## src/rtl/snn_pkg.sv

```systemverilog
// Shared SNN definitions: neuron index width, default queue depth and the
// spike encoder FSM state encoding.
package snn_pkg;

  localparam int NEURON_ID_W         = 8;
  localparam int QUEUE_DEPTH_DEFAULT = 1024;

  typedef enum logic [1:0] {
    ST_IDLE = 2'd0,
    ST_SCAN = 2'd1,
    ST_DONE = 2'd2
  } spike_enc_state_t;

endpackage

```

## src/rtl/prio_enc_lsb.sv

```systemverilog
// Combinational lowest-set-bit encoder over the pending fire mask.
module prio_enc_lsb
  import snn_pkg::*;
#(
  parameter int NUM_NEURONS = 256
) (
  input  logic [NUM_NEURONS-1:0] i_vec,
  output logic [NEURON_ID_W-1:0] o_idx,
  output logic                   o_found
);

  // Walk from the top down so the lowest set bit is the last one written.
  always_comb begin
    o_idx   = '0;
    o_found = 1'b0;
    for (int i = NUM_NEURONS - 1; i >= 0; i--) begin
      if (i_vec[i]) begin
        o_idx   = NEURON_ID_W'(i);
        o_found = 1'b1;
      end
    end
  end

endmodule

```

## src/rtl/spike_encoder.sv

```systemverilog
// Spike encoder: turns a sampled fire vector into ascending neuron indices for
// the spike event queue, throttled by a mirrored queue occupancy count.
// Optional lifetime insert counter enabled by defining SPIKE_ENCODER_STATS_EN.
module spike_encoder
  import snn_pkg::*;
#(
  parameter int NUM_NEURONS = 256,
  parameter int QUEUE_DEPTH = QUEUE_DEPTH_DEFAULT
) (
  input  logic                               clk,
  input  logic                               rst,
  input  logic                               step_i,
  input  logic [NUM_NEURONS-1:0]             spikes_i,
  input  logic                               queue_read_i,
  output logic                               insert_o,
  output logic [NEURON_ID_W-1:0]             data_o,
  output logic                               busy_o,
  output logic                               done_o,
  output logic [$clog2(NUM_NEURONS+1)-1:0]   count_o,
  output logic [31:0]                        stat_total_o
);

  localparam int OCC_W = $clog2(QUEUE_DEPTH) + 1;
  localparam int CNT_W = $clog2(NUM_NEURONS + 1);

  spike_enc_state_t r_state, w_state_nxt;

  logic [NUM_NEURONS-1:0] r_mask;
  logic [CNT_W-1:0]       r_step_cnt;
  logic [CNT_W-1:0]       r_count;
  logic                   r_insert;
  logic [NEURON_ID_W-1:0] r_data;
  logic [OCC_W-1:0]       r_occ;

  logic [NEURON_ID_W-1:0] w_idx;
  logic                   w_found;
  logic                   w_rd_eff;
  logic [OCC_W-1:0]       w_occ_next;
  logic                   w_room;
  logic                   w_accept;
  logic                   w_issue;
  logic                   w_load_count;

  prio_enc_lsb #(
    .NUM_NEURONS(NUM_NEURONS)
  ) u_prio (
    .i_vec  (r_mask),
    .o_idx  (w_idx),
    .o_found(w_found)
  );

  // Occupancy the queue will hold after this edge; the registered insert
  // already on the bus counts, so issuing only when this is below depth can
  // never overwrite an unread entry.
  assign w_rd_eff   = queue_read_i && (r_occ != '0);
  assign w_occ_next = r_occ + OCC_W'(r_insert) - OCC_W'(w_rd_eff);
  assign w_room     = (w_occ_next < OCC_W'(QUEUE_DEPTH));

  always_ff @(posedge clk) begin
    if (rst) begin
      r_state <= ST_IDLE;
    end else begin
      r_state <= w_state_nxt;
    end
  end

  always_comb begin
    w_state_nxt = r_state;
    case (r_state)
      ST_IDLE: if (step_i)   w_state_nxt = ST_SCAN;
      ST_SCAN: if (!w_found) w_state_nxt = ST_DONE;
      ST_DONE:               w_state_nxt = ST_IDLE;
      default:               w_state_nxt = ST_IDLE;
    endcase
  end

  always_comb begin
    w_accept     = (r_state == ST_IDLE) && step_i;
    w_issue      = (r_state == ST_SCAN) && w_found && w_room;
    w_load_count = (r_state == ST_SCAN) && !w_found;
    busy_o       = (r_state != ST_IDLE);
    done_o       = (r_state == ST_DONE);
  end

  always_ff @(posedge clk) begin
    if (rst) begin
      r_mask     <= '0;
      r_step_cnt <= '0;
      r_count    <= '0;
      r_insert   <= 1'b0;
      r_data     <= '0;
      r_occ      <= '0;
    end else begin
      if (w_accept) begin
        r_mask     <= spikes_i;
        r_step_cnt <= '0;
      end else if (w_issue) begin
        // x & (x-1) drops exactly the lowest set bit, i.e. the one just sent.
        r_mask     <= r_mask & (r_mask - NUM_NEURONS'(1));
        r_step_cnt <= r_step_cnt + CNT_W'(1);
      end
      if (w_issue) begin
        r_data <= w_idx;
      end
      if (w_load_count) begin
        r_count <= r_step_cnt;
      end
      r_insert <= w_issue;
      r_occ    <= w_occ_next;
    end
  end

  assign insert_o = r_insert;
  assign data_o   = r_data;
  assign count_o  = r_count;

`ifdef SPIKE_ENCODER_STATS_EN
  logic [31:0] r_stat;

  always_ff @(posedge clk) begin
    if (rst) begin
      r_stat <= '0;
    end else if (r_insert && (r_stat != 32'hFFFF_FFFF)) begin
      r_stat <= r_stat + 32'd1;
    end
  end

  assign stat_total_o = r_stat;
`else
  assign stat_total_o = '0;
`endif

endmodule

```

## config.mk

```make
export PLATFORM = sky130hd
export DESIGN_NAME = spike_encoder
export DESIGN_NICKNAME = d
export VERILOG_FILES = /design/src/rtl/snn_pkg.sv /design/src/rtl/prio_enc_lsb.sv /design/src/rtl/spike_encoder.sv
export SDC_FILE = /design/constraint.sdc
export NUM_CORES = 1
export LEC_CHECK = 0
export BUFFER_PORTS_ARGS = -buffer_cell sky130_fd_sc_hd__clkbuf_2
export CAP_MARGIN = 20
export CORE_MARGIN = 2
export CORE_UTILIZATION = 40
export CTS_BUF_LIST = sky130_fd_sc_hd__clkbuf_4
export DETAILED_ROUTE_END_ITERATION = 8
export PLACE_DENSITY_LB_ADDON = 0.05
export SLEW_MARGIN = 40
export SYNTH_ARGS = -nofsm -noshare
export SYNTH_HDL_FRONTEND = slang
export SYNTH_SLANG_ARGS = --single-unit
export TNS_END_PERCENT = 100
```

## constraint.sdc

```tcl
create_clock -name clk -period 5.9 [get_ports clk]
set_input_delay 0 -clock clk [delete_from_list [all_inputs] [get_ports clk]]
set_output_delay 0 -clock clk [all_outputs]
set_load 0.1 [all_outputs]
```

==> results.md <==
* Placed Cells at ~2900
* Outcome: finished clean
* Final setup TNS at 0 ns
* FF-to-FF Start: r_occ[3]$_SDFF_PP0_
* Setup Fix Bufs, Post-CTS at 0
* Synthesis-stage register bit count at just under 300
* # nets final at 3308
* Top cells by area, synth: dfxtp_1 (35%), a32o_1 (7.1%), nand2_1 (6.5%), nor2_1 (4.9%), nor4_1 (4.7%)
* TritonCTS buffer count at 88
* Port Buffer Count at approximately 280
* Min-Delay Path Depth at 4
* Worst setup SP type: register
* Layout cells sized above 1 at 0.161
* DP Wirelength at ~50000 um
* Post-layout util at 0.605
* Setup violations, final at 0
* Post-synth EDFFs at 0
* First-pass GRT wire length at about 120000 um
* Die area at 43800 um^2
* Area grow syn2layout at 50.0%
* Deepest clock path buffer count at 3
* Synth Cell Area at 16800 um^2
* Worst skew pair latency at 0.79 ns
* Core area at 41800 um^2
* Placer Congestion at about 0.94
* Wirelength per Cell at about 21 um
* Final Max Tran Viols at 0
* DIE WIDTH at approximately 210 um
* FF-to-FF setup slack at 0.51 ns
* Vias per cell at approximately 6
* H-tree levels at 3
* Root buf cell: clkbuf_4
* Part of the cycle the worst path needs at 0.913
* Largest net degree at the start of global routing at roughly 150
* Worst r2r path cells at 20
* Cell Pwr Density at about 270 nW/um^2
* Clk sinks at 296
* Slew margin rel. at 0.355
* Synth warnings at 0
* CTS tree: yes
* Initial antenna violation count at 1
* CP startpoint: r_occ[3]$_SDFF_PP0_
* Initial Utilization at 0.403
* Max Cap Violations at 0
* Total GRT Usage at 0.336
* DRC viols at 0
* RSZ-0062 raised after global routing: false
* Top-count cell post-synth: dfxtp_1
* Worst Path Required at roughly 6.6 ns
* Min-delay worst type: in2reg
* Mean Syn Cell Area at 7.67 um^2
* Hold_ws at approximately 0.059 ns
* FMAX at roughly 190 MHz
* Clock-pin slew on the worst setup and hold paths at ~0.06 ns
* Die Height at 209 um
* Leak at a little under 10 nW
* Synth area leader: dfxtp_1
* Starting DRC count in detailed routing at around 2200
* Final hold viol count at 0
* Peak fanout along the critical path at 18
* Fin Clk Skew at approximately 0.027 ns
* WS Path Type: reg2reg
* Post-Syn Instances at roughly 2200
* Total Power at 6.87 mW
* Critical hold path startpoint: spikes_i[82]
* Netlist cell types at 77
* CP arrival at about 6 ns
* Layout Cells excl Fill at between 3000 and 4000
* Grt ovf at 0
* Post-route minimum period at around 5.4 ns
* Area share of the largest cell type after synthesis at 0.352
* Vias at between 20000 and 25000
* Row cnt at 75
* Setup crit end kind: register
* IO Pins at 312
* Sequential fraction of the synthesis area at 0.352
* Worst-Margin Slew at 0.943 ns
* First drt pass iteration count at 6
* Final ANT Viol Nets at 0
* Min-Delay Endpoint: r_mask[82]$_SDFFE_PP0P_
* Routed WL at around 76000 um
* Post-synth top cells: dfxtp_1 (296), nand2_1 (293), nor2_1 (220)
* RR Endpoint: r_mask[71]$_SDFFE_PP0P_
* Vias in the first global route at 21116
* FFs w/ async S/R, synth at 0
* Synth Flop Type: dfxtp_1
* Worst VDD drop at 0.000320 V
cells by family (layout without fill, tap and decap cells):
kind of cell             after synthesis  after routing  synth area share
AO/OA/AOI/OAI                        584            584             0.255
XOR/XNOR                              11             11           0.00572
adder cells (fa/ha/maj)               17             17            0.0131
buffers and inverters                215           1087            0.0557
flip-flops                           296            296             0.352
multiplexers                           5              5           0.00297
other                                  1             34          0.000223
AND/OR/NAND/NOR                     1065           1065             0.315
registers in the layout, indices dropped and copies added, names as in the netlist:
name,cells
r_mask,256
r_step_cnt,9
insert_o,1
count_o,9
r_state,2
data_o,8
r_occ,11
where the power goes:
| group | internal (mW) | switching, mW |
|---|---|---|
| registers | 2.17 | 0.241 |
| clock network | 0.990 | 0.962 |
| logic | 0.969 | 1.54 |
what timing repair did:
| item | CTS | global route |
|---|---|---|
| hold endpoints to repair | 267 | 0 |
| gates resized for setup | 0 | 1 |
| hold buffers | 533 | 0 |
| setup endpoints to repair | 0 | 1 |
worst max-delay path by stage:
stage | cells past startpoint | end
finish | 20 | r_mask[71]$_SDFFE_PP0P_
global route | 20 | r_mask[71]$_SDFFE_PP0P_
CTS | 20 | r_mask[71]$_SDFFE_PP0P_
detailed placement | 17 | r_mask[253]$_SDFFE_PP0P_
global placement | 17 | r_mask[248]$_SDFFE_PP0P_
floorplan | 20 | r_mask[142]$_SDFFE_PP0P_
worst max-delay path, cell delays in order (launching register included):
cell           delay, ns
dfxtp_1             0.32
inv_1               0.07
ha_1                0.14
nor4b_1             0.22
a41oi_1             0.16
ha_1                0.29
inv_1               0.04
ha_1                0.19
inv_1               0.07
fa_1                0.18
nor2b_1             0.07
o211a_1             0.22
nor3_1              0.39
nor3_1              0.14
or3_1               0.59
buf_4               0.31
nor3_2              0.43
a2bb2oi_1           0.25
dlygate4sd3_1       0.57
nor2_1              0.04
dlygate4sd3_1       0.56
through the flow:
stage	instance area [um^2]	setup slack [ns]
after floorplan	17000	1.59
after global placement	18700	1.15
after detailed placement	18800	0.994
after CTS	25200	0.392
after global routing	25300	0.174
final	25300	0.514
layout by cell type (no fill, tap or decap), types with 8 or more instances in the layout:
cell and n:
nor2b_1 14, nor4_1 115, nand2b_1 14, inv_1 76, nand2_1 291, a211oi_1 16, conb_1 32, nand3_1 93
nor2_1 218, clkbuf_2 278, or4_1 37, dlygate4sd3_1 533, nand4_1 59, and3_1 18, o31ai_1 27, a22oi_1 8
a32o_1 120, nor4_2 15, o21ai_0 73, or2_2 11, clkinv_1 24, a22o_1 14, buf_4 40, o211ai_1 39
nor3_1 95, o21a_1 13, o311ai_0 28, ha_1 16, clkbuf_4 128, a32oi_1 8, a21oi_1 135, dfxtp_1 296
a31oi_1 18, or3_1 37, and4_1 8
final cells by class:
class | count | area (um^2)
fillers | 3772 | 16500
multi-input cells | 1714 | 10200
repair buffers | 854 | 7080
flip-flops and latches | 296 | 5930
clock buffers | 128 | 961
well taps | 539 | 674
inverters | 77 | 289
clock inverters | 28 | 106
diodes | 2 | 5.00
routing by layer:
metal | track usage | wire length [um] | vias to the layer above
met5 | 0 | 0 | -
met1 | 0.454 | 32900 | 10433
met2 | 0.526 | 33800 | 1081
li1 | - | - | 10132
met3 | 0.0609 | 6070 | 208
met4 | 0.142 | 2870 | 0
(Power assumes the default switching activity.)
